==> config.mk <==
export PLATFORM = sky130hd
export DESIGN_NAME = ddr_port_arbiter
export DESIGN_NICKNAME = d
export VERILOG_FILES = /design/src/rtl/v850_mem_pkg.sv /design/src/rtl/rd_owner_fifo.sv /design/src/rtl/ddr_port_arbiter.sv
export SDC_FILE = /design/constraint.sdc
export NUM_CORES = 1
export LEC_CHECK = 0
export ABC_AREA = 1
export BUFFER_PORTS_ARGS = -buffer_cell sky130_fd_sc_hd__buf_4
export CAP_MARGIN = 20
export CORE_AREA = 2 2 582 584
export CTS_CLUSTER_DIAMETER = 80
export CTS_CLUSTER_SIZE = 14
export DETAILED_ROUTE_END_ITERATION = 10
export DIE_AREA = 0 0 584 586
export PLACE_DENSITY = 0.3
export SLEW_MARGIN = 15
export SYNTH_ARGS = -nofsm -noshare
export SYNTH_HDL_FRONTEND = slang
export SYNTH_SLANG_ARGS = --single-unit
==> constraint.sdc <==
create_clock -name clk -period 4.2 [get_ports clk]
set_input_delay 0.21 -clock clk [delete_from_list [all_inputs] [get_ports clk]]
set_output_delay 0.21 -clock clk [all_outputs]
set_load 0.1 [all_outputs]
==> src/rtl/v850_mem_pkg.sv <==
// Shared types and constants for the DDR3 user-interface front end.
package v850_mem_pkg;

  typedef enum logic [1:0] {
    IDLE  = 2'd0,
    CMD   = 2'd1,
    WDATA = 2'd2
  } arb_state_t;

  localparam logic [2:0] DDR_CMD_READ  = 3'b001;
  localparam logic [2:0] DDR_CMD_WRITE = 3'b000;

  // Width needed to hold a channel index; a single channel still needs one bit.
  function automatic int owner_w(input int n);
    return (n <= 1) ? 1 : $clog2(n);
  endfunction

endpackage

==> src/rtl/rd_owner_fifo.sv <==
// Records which channel issued each outstanding read so returns can be
// routed back in issue order.
module rd_owner_fifo #(
  parameter int DEPTH = 4,
  parameter int W     = 1
) (
  input  logic         clk,
  input  logic         rst,
  input  logic         push,
  input  logic [W-1:0] din,
  input  logic         pop,
  output logic         full,
  output logic         empty,
  output logic [W-1:0] head
);

  localparam int PW = $clog2(DEPTH);
  localparam logic [PW:0] CNT_MAX = (PW+1)'(DEPTH);

  logic [W-1:0]  mem [DEPTH];
  logic [PW-1:0] wr_ptr;
  logic [PW-1:0] rd_ptr;
  logic [PW:0]   count;
  logic          push_ok;
  logic          pop_ok;

  assign full    = (count == CNT_MAX);
  assign empty   = (count == '0);
  assign head    = mem[rd_ptr];
  assign push_ok = push & ~full;
  assign pop_ok  = pop & ~empty;

  // Pointer and occupancy update; a simultaneous push and pop leaves count unchanged.
  always_ff @(posedge clk) begin
    if (rst) begin
      wr_ptr <= '0;
      rd_ptr <= '0;
      count  <= '0;
    end else begin
      if (push_ok) begin
        mem[wr_ptr] <= din;
        wr_ptr      <= wr_ptr + 1'b1;
      end
      if (pop_ok) rd_ptr <= rd_ptr + 1'b1;
      case ({push_ok, pop_ok})
        2'b10:   count <= count + 1'b1;
        2'b01:   count <= count - 1'b1;
        default: ;
      endcase
    end
  end

endmodule

==> src/rtl/ddr_port_arbiter.sv <==
// Multi-channel front end sharing one DDR3 controller user interface.
//
// state | meaning
// IDLE  | waiting for calibration and an eligible request; grant shown on ready
// CMD   | cmd_en held with latched cmd/addr until the controller accepts it
// WDATA | write beat held with data/mask/end until the controller accepts it
module ddr_port_arbiter
  import v850_mem_pkg::*;
#(
  parameter int NUM_CH   = 2,
  parameter int ADDR_W   = 29,
  parameter int DATA_W   = 256,
  parameter int MASK_W   = 32,
  parameter int RR_MODE  = 1,
  parameter int RD_DEPTH = 4
) (
  input  logic                     clk,
  input  logic                     rst,
  input  logic                     calib_done_i,
  input  logic [NUM_CH-1:0]        ch_req_valid_i,
  output logic [NUM_CH-1:0]        ch_req_ready_o,
  input  logic [NUM_CH-1:0]        ch_req_write_i,
  input  logic [NUM_CH*ADDR_W-1:0] ch_req_addr_i,
  input  logic [NUM_CH*DATA_W-1:0] ch_wr_data_i,
  input  logic [NUM_CH*MASK_W-1:0] ch_wr_mask_i,
  output logic [NUM_CH-1:0]        ch_rd_valid_o,
  output logic [DATA_W-1:0]        ch_rd_data_o,
  input  logic                     ddr_cmd_rdy_i,
  output logic                     ddr_en_o,
  output logic [2:0]               ddr_cmd_o,
  output logic [ADDR_W-1:0]        ddr_addr_o,
  input  logic                     ddr_write_rdy_i,
  output logic                     ddr_write_en_o,
  output logic [DATA_W-1:0]        ddr_write_data_o,
  output logic [MASK_W-1:0]        ddr_write_mask_o,
  output logic                     ddr_write_data_end_o,
  input  logic [DATA_W-1:0]        ddr_read_data_i,
  input  logic                     ddr_read_data_valid_i,
  input  logic                     ddr_read_data_end_i,
  output logic                     rd_err_o
);

  localparam int OW = owner_w(NUM_CH);

  arb_state_t          state;
  logic                hold_write;
  logic [OW-1:0]       hold_owner;
  logic [OW-1:0]       rr_ptr;
  logic [NUM_CH-1:0]   elig;
  logic                grant_any;
  logic                grant_ok;
  logic [OW-1:0]       gnt_idx;
  logic [OW-1:0]       gnt_next;
  logic                sel_write;
  logic [ADDR_W-1:0]   sel_addr;
  logic [DATA_W-1:0]   sel_data;
  logic [MASK_W-1:0]   sel_mask;
  logic                fifo_full;
  logic                fifo_empty;
  logic [OW-1:0]       fifo_head;
  logic                fifo_push;
  logic                fifo_pop;
  logic                rd_ret;

  // A read may only be granted while the owner FIFO has room for it.
  always_comb begin
    for (int i = 0; i < NUM_CH; i++)
      elig[i] = ch_req_valid_i[i] & (ch_req_write_i[i] | ~fifo_full);
  end

  // Search eligible channels from the rotating start (or from 0 in fixed mode).
  always_comb begin
    grant_any = 1'b0;
    gnt_idx   = '0;
    gnt_next  = '0;
    sel_write = 1'b0;
    sel_addr  = '0;
    sel_data  = '0;
    sel_mask  = '0;
    for (int k = 0; k < NUM_CH; k++) begin
      for (int i = 0; i < NUM_CH; i++) begin
        if (!grant_any && elig[i] &&
            i == ((RR_MODE != 0) ? ((int'(rr_ptr) + k) % NUM_CH) : k)) begin
          grant_any = 1'b1;
          gnt_idx   = OW'(i);
          gnt_next  = OW'((i + 1) % NUM_CH);
          sel_write = ch_req_write_i[i];
          sel_addr  = ch_req_addr_i[i*ADDR_W +: ADDR_W];
          sel_data  = ch_wr_data_i[i*DATA_W +: DATA_W];
          sel_mask  = ch_wr_mask_i[i*MASK_W +: MASK_W];
        end
      end
    end
  end

  assign grant_ok = (state == IDLE) & calib_done_i & grant_any;

  // One-hot accept toward the winning channel, forced quiet during reset.
  always_comb begin
    ch_req_ready_o = '0;
    if (grant_ok && !rst)
      for (int i = 0; i < NUM_CH; i++)
        if (gnt_idx == OW'(i)) ch_req_ready_o[i] = 1'b1;
  end

  // Command/write sequencing; the output registers double as the holding register.
  always_ff @(posedge clk) begin
    if (rst) begin
      state            <= IDLE;
      hold_write       <= 1'b0;
      hold_owner       <= '0;
      rr_ptr           <= '0;
      ddr_en_o         <= 1'b0;
      ddr_cmd_o        <= '0;
      ddr_addr_o       <= '0;
      ddr_write_en_o   <= 1'b0;
      ddr_write_data_o <= '0;
      ddr_write_mask_o <= '0;
    end else begin
      case (state)
        IDLE: begin
          if (grant_ok) begin
            hold_write       <= sel_write;
            hold_owner       <= gnt_idx;
            rr_ptr           <= gnt_next;
            ddr_en_o         <= 1'b1;
            ddr_cmd_o        <= sel_write ? DDR_CMD_WRITE : DDR_CMD_READ;
            ddr_addr_o       <= sel_addr;
            ddr_write_data_o <= sel_data;
            ddr_write_mask_o <= sel_mask;
            state            <= CMD;
          end
        end
        CMD: begin
          if (ddr_cmd_rdy_i) begin
            ddr_en_o <= 1'b0;
            if (hold_write) begin
              ddr_write_en_o <= 1'b1;
              state          <= WDATA;
            end else begin
              state <= IDLE;
            end
          end
        end
        WDATA: begin
          if (ddr_write_rdy_i) begin
            ddr_write_en_o <= 1'b0;
            state          <= IDLE;
          end
        end
        default: state <= IDLE;
      endcase
    end
  end

  assign ddr_write_data_end_o = ddr_write_en_o;

  assign rd_ret    = ddr_read_data_valid_i & ddr_read_data_end_i;
  assign fifo_push = (state == CMD) & ddr_cmd_rdy_i & ~hold_write;
  assign fifo_pop  = rd_ret & ~fifo_empty;

  rd_owner_fifo #(
    .DEPTH (RD_DEPTH),
    .W     (OW)
  ) u_owner_fifo (
    .clk   (clk),
    .rst   (rst),
    .push  (fifo_push),
    .din   (hold_owner),
    .pop   (fifo_pop),
    .full  (fifo_full),
    .empty (fifo_empty),
    .head  (fifo_head)
  );

  // Zero-latency return strobe to the owner at the FIFO head.
  always_comb begin
    ch_rd_valid_o = '0;
    if (fifo_pop && !rst)
      for (int i = 0; i < NUM_CH; i++)
        if (fifo_head == OW'(i)) ch_rd_valid_o[i] = 1'b1;
  end

  assign ch_rd_data_o = rst ? '0 : ddr_read_data_i;

  // Sticky flag for read data arriving with nothing outstanding.
  always_ff @(posedge clk) begin
    if (rst)                      rd_err_o <= 1'b0;
    else if (rd_ret && fifo_empty) rd_err_o <= 1'b1;
  end

endmodule
==> summary.md <==
| Metric | Value |
|---|---|
| Status | `finished clean` |
| FMAX | `312.1 MHz` |
| Worst slew pin tran | `1.087 ns` |
| Fillers | `39342` |
| Net switching power figure | `7335 uW` |
| CTS tree | `yes` |
| IO Port Bufs | `1482` |
| DRT iter0 DRCs | `1573` |
| Startpoint Class | `flip-flop` |
| Nets | `5980` |
| Num CTS Buffers | `47` |
| Total power | `15250 uW` |
| Rel. slew slack | `27.54%` |
| Multi-input gate area | `9811 um^2` |
| Post-route minimum period | `3.204 ns` |
| Setup TNS | `0 ns` |
| CP Data Required Time | `4.76 ns` |
| Row count | `213` |
| Total grt overflow | `0` |
| Worst setup EP type | `flip-flop` |
| Clock Tree Buf Depth | `3` |
| Worst EP arrival | `3.76 ns` |
| Area leader, netlist | `dfxtp_1` |
| DR vias | `29767` |
| Peak VDD IR | `0.2649 mV` |
| Final period utilization | `76.28%` |
| Remaining antenna violation count | `0` |
| Finished Layout Cells | `9542` |
| Die Wd | `584 um` |
| Synth cell types | `29` |
| Post-CTS setup repair buffer count | `0` |
| Starting density of the core | `5.667%` |
| Cell count after synthesis | `3138` |
| Worst-Skew Late Latency | `0.69 ns` |
| Total GRT Usage | `12.93%` |
| Clock-pin slew on the worst setup and hold paths | `0.07 ns` |
| Vias per inst | `3.120` |
| Post-synthesis sequential area ratio | `35.88%` |
| Max-cap violations | `0` |
| Die area | `342200 um^2` |
| Hold Crit Class | `input port to flip-flop` |
| Layout area overhead | `125.5%` |
| # IOs | `1485` |
| Resized Gates After CTS | `0` |
| Wirelength per Cell | `24.31 um` |
| Core box area | `335800 um^2` |
| Area share of the largest cell type after synthesis | `35.24%` |
| Clock power share | `28.6%` |
| Lkg Pwr | `0.02070 uW` |
| Final Slew Violations | `0` |
| Synth Register Bits | `339` |
| Largest net degree at the start of global routing | `171` |
| Chip height | `586 um` |
| RSZ-0062 raised after global routing | `no` |
| Fin. Hold Viols | `0` |
| Initial antenna violation count | `137` |
| Vias in the first global route | `30532` |
| Residual DRC | `0` |
| Switching Share | `48.10%` |
| Routability cong. | `0.9270` |
| P_int | `7913 uW` |
| H-Tree Depth | `2` |
| Root Driver | `clkbuf_16` |
| Share of power burned in registers | `24.2%` |
| Clock net sink count | `339` |
| Setup-failing EPs final | `0` |
| Share of cells above drive strength 1 | `32.07%` |
| PwrDens | `355.3 nW/um^2` |
| Synth Warn # | `0` |
| DRT Wirelength | `231.9 mm` |
| Worst Setup Path Type | `flip-flop to flip-flop` |
| DP Wirelength | `197.7 mm` |
| Max Fanout on Critical Path | `67` |
| First-pass GRT wire length | `297.3 mm` |
| Comb power frac | `47.2%` |
| Register area | `6827 um^2` |
| Worst Skew | `0.04962 ns` |
| Largest cells by area after synthesis | `dfxtp_1, nor2_1, nand3_1` |
| Synth Area per Inst | `6.064 um^2` |
| Pre-antenna DRT Iters | `5` |
| Cell Area, Synth | `19030 um^2` |
| Placed insts | `8812` |
[state kept, by name (all words and copies together) (netlist names), named ones only]
signal	flops
u_owner_fifo.rd_ptr	2
hold_write	1
ddr_addr_o	29
u_owner_fifo.mem	4
state	2
ddr_cmd_o	1
ddr_write_data_o	256
rr_ptr	1
ddr_en_o	1
ddr_write_mask_o	32
rd_err_o	1
hold_owner	1
u_owner_fifo.wr_ptr	2
u_owner_fifo.count	3
ddr_write_data_end_o	1
[final timing paths]
kind | to | depth (start not counted) | slack, ns | start
worst min register to register | flip-flop | 2 | 0.46 | u_owner_fifo.rd_ptr[1]
worst max-delay path | ddr_write_data_o[244] | 9 | 1.0 | u_owner_fifo.count[1]
worst max register to register | ddr_write_data_o[244] | 9 | 1.0 | u_owner_fifo.count[1]
worst min-delay path | ddr_write_data_o[151] | 5 | 0.03 | ch_wr_data_i[151]
[worst max-delay path, stage by stage (launching register included)]
cell,delay [ns]
dfxtp_1,0.42
nor2_2,0.08
nand3_2,0.10
nand3_4,0.70
buf_12,0.53
nand3_1,0.14
nand2_1,0.09
dlygate4sd3_1,0.60
nor2_1,0.13
nor2_1,0.07
[layout make-up]
type                       count  area share [%]
clock inverter                34          0.9768
sequential                   339           15.91
tap                         4407           12.85
inverter                     279           2.493
clock buffer                  52           2.831
multi-input combinational   2243           22.86
antenna                       25          0.1458
timing repair buffer        2163           41.93
[cell usage after synthesis]
| master | n |
|---|---|
| o21a_1 | 2 |
| edfxtp_1 | 4 |
| ha_1 | 5 |
| buf_1 | 4 |
| nand3_2 | 4 |
| fa_1 | 1 |
| a21oi_1 | 14 |
| nand2_2 | 2 |
| inv_1 | 276 |
| nor2_2 | 1 |
| buf_4 | 36 |
| clkbuf_1 | 85 |
| buf_2 | 151 |
| and3_1 | 1 |
| o21ai_1 | 1 |
| nand2_1 | 332 |
| o211ai_1 | 1 |
| nor3_1 | 3 |
| conb_1 | 1 |
| nand3_1 | 642 |
| o21ai_0 | 325 |
| dfxtp_1 | 335 |
| a21oi_2 | 1 |
| nand3b_1 | 1 |
| inv_2 | 3 |
| nor4_1 | 1 |
| buf_6 | 2 |
| nor2_1 | 903 |
| a32o_1 | 1 |
[per-layer routing]
layer | GRT usage [%] | up-vias | routed length [um]
met4 | 3.577 | 4 | 8053
met3 | 4.150 | 362 | 19200
met1 | 13.23 | 14125 | 82710
met5 | 0 | - | 32
met2 | 24.86 | 1408 | 122000
li1 | - | 13868 | -
[placed cells by master, fill, tap and decap left out, drive strengths merged]
master,instances
buf,1544
nor2,904
nand3,646
dlygate4sd3,619
dfxtp,335
nand2,334
o21ai,326
inv,292
clkbuf,52
diode,25
a21oi,15
clkinv,15
ha,5
edfxtp,4
nor3,3
clkinvlp,3
bufinv,3
o21a,2
conb,2
a32o,1
and3,1
nand3b,1
o211ai,1
nor4,1
fa,1
[power groups by stage]
stage	Combinational (uW)	Clock (uW)	Sequential, uW
after floorplan	2120	0	5740
after global placement	6690	0	3760
after detailed placement	6680	0	3760
after CTS	7350	4590	3690
after global routing	7600	4660	3720
final	7200	4360	3690
[timing repair]
item                                    CTS  global route
endpoints found under the setup margin    0             0
endpoints found under the hold margin   320             0
hold buffers                            619             0
[logic make-up (layout without fill, tap and decap cells)]
group           Yosys count  in the layout  synth area share (%)
simple gates           1890           1890                 41.74
buf+inv                 557           2528                 12.77
compound gates          345            345                 9.160
flops                   339            339                 35.88
fa+ha+maj                 6              6                0.4340
other cells               1             27               0.01971
[stage by stage]
stage | area [um^2] | util (%) | worst slack (ns) | hold WS, ns
6_report | 42910 | 12.78 | 0.9963 | 0.03377
5_1_grt | 42880 | 12.77 | 0.8479 | 0.04470
4_1_cts | 42850 | 12.76 | 1.012 | 0.005225
3_5_place_dp | 35020 | 10.43 | 1.316 | 0.4600
3_3_place_gp | 35020 | 10.43 | 1.365 | 0.4503
2_1_floorplan | 19030 | - | 1.460 | 0.3953
No activity file was read; power rests on OpenSTA's default activity.
